File: src/rtl/write_back.sv
// Final pipeline stage: retires instructions into the architectural register
// file, performs stores over a wait-request port and signals PC redirects.
package wb_pkg;
    localparam int unsigned NR    = 4;
    localparam int unsigned FLAGS = NR - 1;
    localparam int unsigned PC    = NR - 2;

    typedef logic [NR-1:0][31:0] regfile_t;
    localparam regfile_t ZeroRegFile = '0;

    typedef enum logic [0:0] {
        IDLE    = 1'b0,
        STORING = 1'b1
    } wb_state_e;
endpackage

module write_back
    import wb_pkg::*;
(
    input  logic                    clock,
    input  logic                    reset,
    i_execute_to_write.write_in     from_execute,
    output regfile_t                registers,
    output logic                    redirect_valid,
    output logic [31:0]             redirect_pc,
    output logic [31:0]             mem_address,
    output logic [31:0]             mem_data,
    output logic                    mem_write,
    input  logic                    mem_wait_request,
    output logic [31:0]             retired_count
);

    localparam logic [4:0] DEST_ZERO  = 5'd0;
    localparam logic [4:0] DEST_ONE   = 5'd1;
    localparam logic [4:0] DEST_PC    = 5'(PC);
    localparam logic [4:0] DEST_FLAGS = 5'(FLAGS);

    wb_state_e   state_q, state_d;
    regfile_t    regs_q, regs_d;
    logic        redirect_valid_q, redirect_valid_d;
    logic [31:0] redirect_pc_q, redirect_pc_d;
    logic [31:0] mem_address_q, mem_address_d;
    logic [31:0] mem_data_q, mem_data_d;
    logic        mem_write_q, mem_write_d;
    logic [31:0] retired_count_q, retired_count_d;

    logic accept;
    logic retire;

    assign from_execute.hold = (state_q == STORING);
    assign accept            = (state_q == IDLE);
    assign retire            = accept && from_execute.is_valid && !from_execute.has_flushed;

    always_comb begin
        // NOTE: every next-state signal gets its hold value first so no path
        // through the case below leaves one unassigned and infers a latch.
        state_d          = state_q;
        regs_d           = regs_q;
        redirect_valid_d = 1'b0;
        redirect_pc_d    = redirect_pc_q;
        mem_address_d    = mem_address_q;
        mem_data_d       = mem_data_q;
        mem_write_d      = mem_write_q;
        retired_count_d  = retired_count_q;

        unique case (state_q)
            IDLE: begin
                if (retire) begin
                    if (from_execute.is_writing_memory) begin
                        mem_address_d = from_execute.adjustment_value;
                        mem_data_d    = from_execute.destination_value;
                        mem_write_d   = 1'b1;
                        state_d       = STORING;
                    end else begin
                        retired_count_d = retired_count_q + 32'd1;
                        // Flags update first; a direct write to Flags overrides it.
                        regs_d[FLAGS]   = 32'(from_execute.flags);
                        unique case (from_execute.destination_register)
                            DEST_ONE:   regs_d[1]     = from_execute.destination_value;
                            DEST_PC: begin
                                regs_d[PC]       = from_execute.destination_value;
                                redirect_valid_d = 1'b1;
                                redirect_pc_d    = from_execute.destination_value;
                            end
                            DEST_FLAGS: regs_d[FLAGS] = from_execute.destination_value;
                            DEST_ZERO:  ;
                            default:    ;
                        endcase
                    end
                end
            end

            STORING: begin
                if (!mem_wait_request) begin
                    mem_write_d     = 1'b0;
                    retired_count_d = retired_count_q + 32'd1;
                    state_d         = IDLE;
                end
            end

            default: state_d = IDLE;
        endcase

        regs_d[0] = '0;
    end

    always_ff @(posedge clock) begin
        // NOTE: state updates use non-blocking assignments so every register
        // samples the pre-edge values, independent of statement order.
        if (reset) begin
            state_q          <= IDLE;
            // NOTE: the register file is only NR flops deep and architecturally
            // defined at reset, so it is cleared like any other state register.
            regs_q           <= ZeroRegFile;
            redirect_valid_q <= 1'b0;
            redirect_pc_q    <= '0;
            mem_address_q    <= '0;
            mem_data_q       <= '0;
            mem_write_q      <= 1'b0;
            retired_count_q  <= '0;
        end else begin
            state_q          <= state_d;
            regs_q           <= regs_d;
            redirect_valid_q <= redirect_valid_d;
            redirect_pc_q    <= redirect_pc_d;
            mem_address_q    <= mem_address_d;
            mem_data_q       <= mem_data_d;
            mem_write_q      <= mem_write_d;
            retired_count_q  <= retired_count_d;
        end
    end

    assign registers      = regs_q;
    assign redirect_valid = redirect_valid_q;
    assign redirect_pc    = redirect_pc_q;
    assign mem_address    = mem_address_q;
    assign mem_data       = mem_data_q;
    assign mem_write      = mem_write_q;
    assign retired_count  = retired_count_q;

endmodule
File: src/rtl/write_back_if.sv
// Execute-to-write-back handoff: one instruction per accept edge, with hold
// returned upstream while a store is pending.
interface i_execute_to_write;
    logic        is_valid;
    logic        has_flushed;
    logic        is_writing_memory;
    logic [4:0]  destination_register;
    logic [31:0] destination_value;
    logic [31:0] adjustment_value;
    logic [3:0]  flags;
    logic        hold;

    modport write_out (
        output is_valid, has_flushed, is_writing_memory, destination_register,
               destination_value, adjustment_value, flags,
        input  hold
    );

    modport write_in (
        input  is_valid, has_flushed, is_writing_memory, destination_register,
               destination_value, adjustment_value, flags,
        output hold
    );
endinterface

File: src/flat_wrapper.sv
// flat-port wrapper written by rule: the top's interface ports become plain ports
module write_back_flat import wb_pkg::*;
  (clock, reset, registers, redirect_valid, redirect_pc, mem_address, mem_data, mem_write, mem_wait_request, retired_count, from_execute_is_valid, from_execute_has_flushed, from_execute_is_writing_memory, from_execute_destination_register, from_execute_destination_value, from_execute_adjustment_value, from_execute_flags, from_execute_hold);
  i_execute_to_write from_execute_i ();
  input  logic clock;
  input  logic reset;
  output regfile_t registers;
  output logic redirect_valid;
  output logic [31:0] redirect_pc;
  output logic [31:0] mem_address;
  output logic [31:0] mem_data;
  output logic mem_write;
  input  logic mem_wait_request;
  output logic [31:0] retired_count;
  input wire logic [$bits(from_execute_i.is_valid)-1:0] from_execute_is_valid;
  input wire logic [$bits(from_execute_i.has_flushed)-1:0] from_execute_has_flushed;
  input wire logic [$bits(from_execute_i.is_writing_memory)-1:0] from_execute_is_writing_memory;
  input wire logic [$bits(from_execute_i.destination_register)-1:0] from_execute_destination_register;
  input wire logic [$bits(from_execute_i.destination_value)-1:0] from_execute_destination_value;
  input wire logic [$bits(from_execute_i.adjustment_value)-1:0] from_execute_adjustment_value;
  input wire logic [$bits(from_execute_i.flags)-1:0] from_execute_flags;
  output wire logic [$bits(from_execute_i.hold)-1:0] from_execute_hold;
  assign from_execute_i.is_valid = from_execute_is_valid;
  assign from_execute_i.has_flushed = from_execute_has_flushed;
  assign from_execute_i.is_writing_memory = from_execute_is_writing_memory;
  assign from_execute_i.destination_register = from_execute_destination_register;
  assign from_execute_i.destination_value = from_execute_destination_value;
  assign from_execute_i.adjustment_value = from_execute_adjustment_value;
  assign from_execute_i.flags = from_execute_flags;
  assign from_execute_hold = from_execute_i.hold;
  write_back u_core (.clock(clock), .reset(reset), .from_execute(from_execute_i), .registers(registers), .redirect_valid(redirect_valid), .redirect_pc(redirect_pc), .mem_address(mem_address), .mem_data(mem_data), .mem_write(mem_write), .mem_wait_request(mem_wait_request), .retired_count(retired_count));
endmodule
File: config.mk
export PLATFORM = sky130hd
export DESIGN_NAME = write_back_flat
export DESIGN_NICKNAME = d
export VERILOG_FILES = /design/src/rtl/write_back.sv /design/src/rtl/write_back_if.sv /design/src/flat_wrapper.sv
export SDC_FILE = /design/constraint.sdc
export NUM_CORES = 1
export LEC_CHECK = 0
export CAP_MARGIN = 15
export CORE_ASPECT_RATIO = 0.5
export CORE_MARGIN = 5
export CORE_UTILIZATION = 40
export CTS_CLUSTER_DIAMETER = 200
export DETAILED_ROUTE_END_ITERATION = 12
export GPL_TIMING_DRIVEN = 0
export PLACE_DENSITY = 0.77
export SYNTH_ARGS = -nofsm -noshare
export SYNTH_HDL_FRONTEND = slang
export SYNTH_SLANG_ARGS = --single-unit
File: constraint.sdc
create_clock -name clock -period 6.5 [get_ports clock]
set_clock_uncertainty 0.15 [all_clocks]
set_input_delay 1.3 -clock clock [delete_from_list [all_inputs] [get_ports clock]]
set_output_delay 1.3 -clock clock [all_outputs]
set_load 0.03 [all_outputs]
## After elaboration in Yosys (flattened, before gate mapping)

Cells that the tools add are included.
Widths: inputs -> output; s select.

- Bits in read-only memories: 0
- Memory bits (writable): 0
- Bits in registers: 195
- Memories kept: 0
- Output and inout bits: 259
- Logic and storage cells: 44
- Latch bits: 0
- Bits of input ports: 79

- Shifts and indexed selects: 0
- Divide/modulo/power cells: 0
- Mux-type cells: 14
- Equal/unequal tests: 7
- Magnitude comparators: 0
- Add/subtract/negate cells: 1
- $mul: 0
- Bitwise gates (word level): 3
- Reductions and logical operators: 10

Operators with widths:

| cell | number |
|---|---|
| $mux 32 | 4 |
| $pmux 32 s2 | 1 |
| $add 32x1->32 const B | 1 |
| $reduce_and 3->1 | 4 |
| $eq 5x2->1 const B | 2 |
| $ne 2x2->1 const B | 4 |
| $reduce_and 4->1 | 2 |
| $mux 1 | 7 |
| $eq 5x1->1 const B | 1 |
| $pmux 1 s2 | 2 |
| $reduce_or 4->1 | 1 |
| $not 1->1 | 3 |
| $logic_and 1x1->1 | 2 |
| $logic_not 1->1 | 1 |

## Longest topological paths before layout

- Word-level depth: 5
- Gate-level depth with buffers: 7
- Gate-level depth less buffers: 5

## Worst setup path after synthesis

OpenSTA, ideal clock, no wires.

- Path kind: input to register
- Start point: input port from_execute_has_flushed
- End point: register u_core.retired_count_q[22], in the netlist u_core.retired_count[22]
- Data required time: 6,280 ps
- Stages: 6
- Data arrival time: 3,053 ps
- Setup time: 70 ps
- Path slack: 3,227 ps
- Buffers on the path: 2
- Cells stage by stage: or4b_1 > buf_2 > a2111o_1 > buf_2 > or4_1 > a21oi_1

- Cells in the longest elaborated chain, start to end: 4

Ends and longest elaborated chain:

| element | line | source |
|---|---|---|
| start: declaration | flat_wrapper.sv:16 | `input wire logic [$bits(from_execute_i.has_flushed)-1:0] from_execute_has_flushed;` |
| $logic_not 1->1 | write_back.sv:52 | `assign retire = accept && from_execute.is_valid && !from_execute.has_flushed;` |
| $logic_and 1x1->1 | write_back.sv:52 |  |
| $ne 2x2->1 (no line) | -- |  |
| $reduce_and 3->1 (no line) | -- |  |
| end signal: assignment | write_back.sv:129 | `retired_count_q <= retired_count_d;` |
| end: declaration | write_back.sv:45 | `logic [31:0] retired_count_q, retired_count_d;` |

Every way passes these cells.
A chain may end at the register's enable or synchronous reset.

## Worst setup path after layout

- Start point: input port from_execute_has_flushed
- End point: register u_core.regs_q, in the netlist u_core.registers[103]

- Cells in the longest elaborated chain, start to end: 3

Ends and longest elaborated chain:

| element | line | source |
|---|---|---|
| $logic_not 1->1 | write_back.sv:52 |  |
| $logic_and 1x1->1 | write_back.sv:52 |  |
| $reduce_and 3->1 (no line) | -- |  |
| end signal: assignment | write_back.sv:114 | `regs_q <= ZeroRegFile;` |
| end signal: assignment | write_back.sv:123 | `regs_q <= regs_d;` |
| end: declaration | write_back.sv:39 | `regfile_t regs_q, regs_d;` |

Every way passes these cells.

==> impl_results.md <==
- Status: complete, no violations
- Clock Latency Late Sink: 0.43 ns
- Final core utilization: 63.0%
- Area leader, netlist: dfxtp_1
- Initial Util: 41.3%
- Total GRT Usage: 24.2%
- Leak Pwr: 0.00400 uW
- Die Height: 108 um
- Drt drc: 0
- First-pass GRT wire length: 42700 um
- Crit path max fanout: 10
- Detailed Route Iter0 Violations: 428
- Wire length per cell: 17.5 um
- Final setup viols: 0
- Area Growth Syn to Fin: 52.5%
- Relative slew margins: 23.9%
- # resized after CTS: 0
- CTS tree: done
- Gate count of the mapped netlist: 965
- Ant diodes: 0
- Dominant cells by area after synthesis: dfxtp_1 51%, nand2_1 15%, a21oi_1 12%
- Antenna violations before repair: 0
- Share of cells above drive strength 1: 7.73%
- Critical path class: input port to flop
- Post-CTS setup buffer count: 0
- Slew @ Worst Pin: 1.14 ns
- GPL Wtd Cong: 0.897
- Root Buffer: clkbuf_16
- GRT overflow: 0
- Pre-CTS WS: 2.22 ns
- Via count: 7933
- Total CTS buffers: 17
- Crit end category: flop
- Final WS setup: 2.65 ns
- Num rows: 35
- Synthesized area: 7700 sq um
- Vias in the first global route: 7679
- WHS Endpoint: u_core.registers[110]$_SDFFE_PP0P_
- #FFs+latches synth: 195
- Hold crit path type: flop to flop
- H-tree depth: 4
- Reg2reg start: u_core.from_execute.hold$_SDFF_PP0_
- Largest net degree at the start of global routing: 19
- Sequential cell area fraction in the yosys report: 50.7%
- Yosys cell types: 40
- Die width: 206 um
- Fill cells: 1660
- Total core area: 18700 sq um
- Post-route ant nets: 0
- Clk buf depth: 2
- IO buf count: 304
- Nets: 1399
- # clock sinks: 195
- Setup TNS: 0 ns
- Register area: 3900 sq um
- Vias/cell: 4.99
- Post-Route WL: 27900 um
- Share of the synthesized area in the top cell type: 50.7%
- Crit Reg-Reg Endpoint: u_core.registers[103]$_SDFFE_PP0P_
- Worst R2R Path Depth: 5
- Yosys warnings: 0
- I/O pins: 338
- Hold_sp: u_core.registers[110]$_SDFFE_PP0P_
- Clock slew at reported path FFs: 0.08 ns
- WHS: 0.300 ns
- Crit path DAT: 4.05 ns
- Hold Buf Count CTS: 0
- Flop-to-flop setup slack: 3.58 ns
- Post-Syn Area per Cell: 7.98 sq um
- Final Power: 2490 uW
- Max-cap viol count: 0
- PwrDens: 212 nW/um^2
- Slew Limit Fails: 0
- Drt pass-1 iters: 5
- Final min period: 3.85 ns
- Type of origin of the critical path: input port
- Final Cycle Share: 59.3%
- Estimated wirelength of the detail-placed design: 21700 um
- WP data required: 6.70 ns
- Peak supply drop: 0.183 mV
- Hold Fails Final Rpt: 0
- Die ar.: 22300 sq um
- Hold path cells: 2
- Unrepaired setup endpoints after global routing: false
- Area of the multi-input gates: 3150 sq um
- Highest Clock Rate: 259 MHz
where the power goes:
group | total, uW | switching (uW) | internal [uW] | leakage [uW]
combinational | 250 | 149 | 101 | 0.00217
clock | 1010 | 501 | 513 | 0.000259
sequential | 1220 | 10.5 | 1210 | 0.00158
total | 2490 | 661 | 1820 | 0.00400
layer usage:
metal / global-route usage (%) / part of all wire (%)
met3: 4.05 / 4.3
met4: 8.78 / 3.0
met2: 43.1 / 52
met5: 0 / 0
met1: 29.9 / 41
Yosys cell counts:
| library cell | number |
|---|---|
| a2111o_1 | 2 |
| nand4b_1 | 2 |
| clkbuf_1 | 64 |
| or4b_1 | 1 |
| a211oi_1 | 6 |
| or4b_2 | 1 |
| and2_1 | 3 |
| o211ai_1 | 2 |
| nor2b_1 | 3 |
| and3_1 | 2 |
| buf_4 | 64 |
| or4_1 | 16 |
| nor4_1 | 2 |
| inv_1 | 6 |
| o31ai_1 | 15 |
| nand4_1 | 7 |
| xor2_1 | 6 |
| mux2_2 | 2 |
| o2111ai_1 | 1 |
| a21oi_1 | 178 |
| nor3b_1 | 1 |
| xnor2_1 | 3 |
| and4_1 | 3 |
| nand2_1 | 298 |
| buf_2 | 2 |
| nor2_1 | 18 |
| nor3_1 | 2 |
| buf_1 | 3 |
| nand3_1 | 33 |
| ha_1 | 1 |
| o21ai_0 | 7 |
| dfxtp_1 | 195 |
| nor4b_2 | 1 |
| conb_1 | 1 |
| and4b_1 | 2 |
| or3_1 | 5 |
| nand2b_1 | 1 |
| a21o_1 | 1 |
| or2_2 | 1 |
| mux2i_1 | 4 |
critical path, cell delays in order:
cell and delay [ns]:
clkdlybuf4s50_1 0.46, nor4b_2 0.98, clkbuf_1 0.49, buf_1 0.48
nand3_1 0.14, a21oi_1 0.20
how the worst max path moves through the flow:
stage | startpoint | to | slack, ns
6_report | from_execute_has_flushed | u_core.registers[103]$_SDFFE_PP0P_ | 2.65
5_1_grt | from_execute_has_flushed | u_core.registers[34]$_SDFFE_PP0P_ | 2.39
4_1_cts | from_execute_has_flushed | u_core.registers[33]$_SDFFE_PP0P_ | 2.63
3_5_place_dp | from_execute_has_flushed | u_core.registers[33]$_SDFFE_PP0P_ | 2.22
3_3_place_gp | from_execute_has_flushed | u_core.redirect_pc[11]$_SDFFE_PP0P_ | 2.33
2_1_floorplan | from_execute_has_flushed | u_core.retired_count[22]$_SDFFE_PP0P_ | 3.23
through the flow:
stage / cell area [sq um] / cells
after CTS: 11700 / 1591
after global routing: 11700 / 1591
after detailed placement: 11200 / 1559
after floorplan: 7820 / 996
final: 11700 / 1591
after global placement: 11200 / 1559
kinds of logic (layout without fill, tap and decap cells):
kind of cell / after synthesis / in the layout / synth area share, %
AO/OA/AOI/OAI: 212 / 212 / 14.8
buffers and inverters: 139 / 475 / 9.93
flip-flops: 195 / 195 / 50.7
adder cells (fa/ha/maj): 1 / 1 / 0.162
multiplexers: 6 / 6 / 0.812
AND/OR/NAND/NOR: 402 / 402 / 22.6
other: 1 / 32 / 0.0487
XOR/XNOR: 9 / 9 / 1.02
registers in the layout, indices dropped and copies added, names as in the netlist:
name and cells:
u_core.registers 64, u_core.from_execute.hold 1, u_core.mem_data 32, u_core.redirect_valid 1, u_core.mem_write 1, u_core.mem_address 32
u_core.redirect_pc 32, u_core.retired_count 32
placed cells by master, fill, tap and decap left out, types with 3 or more instances in the layout:
master	n
inv_1	6
clkbuf_16	17
nor2b_1	3
mux2i_1	4
and2_1	3
conb_1	32
xnor2_1	3
clkdlybuf4s50_1	304
a211oi_1	6
or3_1	5
buf_1	3
nand3_1	33
nand2_1	298
and4_1	3
xor2_1	6
o31ai_1	15
clkbuf_1	64
nor2_1	18
inv_8	4
buf_4	64
or4_1	16
clkinvlp_4	6
dfxtp_1	195
a21oi_1	178
o21ai_0	7
nand4_1	7
cell type report:
class | instances | area share, %
repair buffers | 304 | 25.9
clock buffers | 18 | 3.74
well taps | 259 | 2.76
multi-input cells | 662 | 26.8
clock inverters | 14 | 1.03
inverters | 6 | 0.192
plain buffers | 133 | 6.32
flip-flops and latches | 195 | 33.2
(Power assumes the default switching activity.)
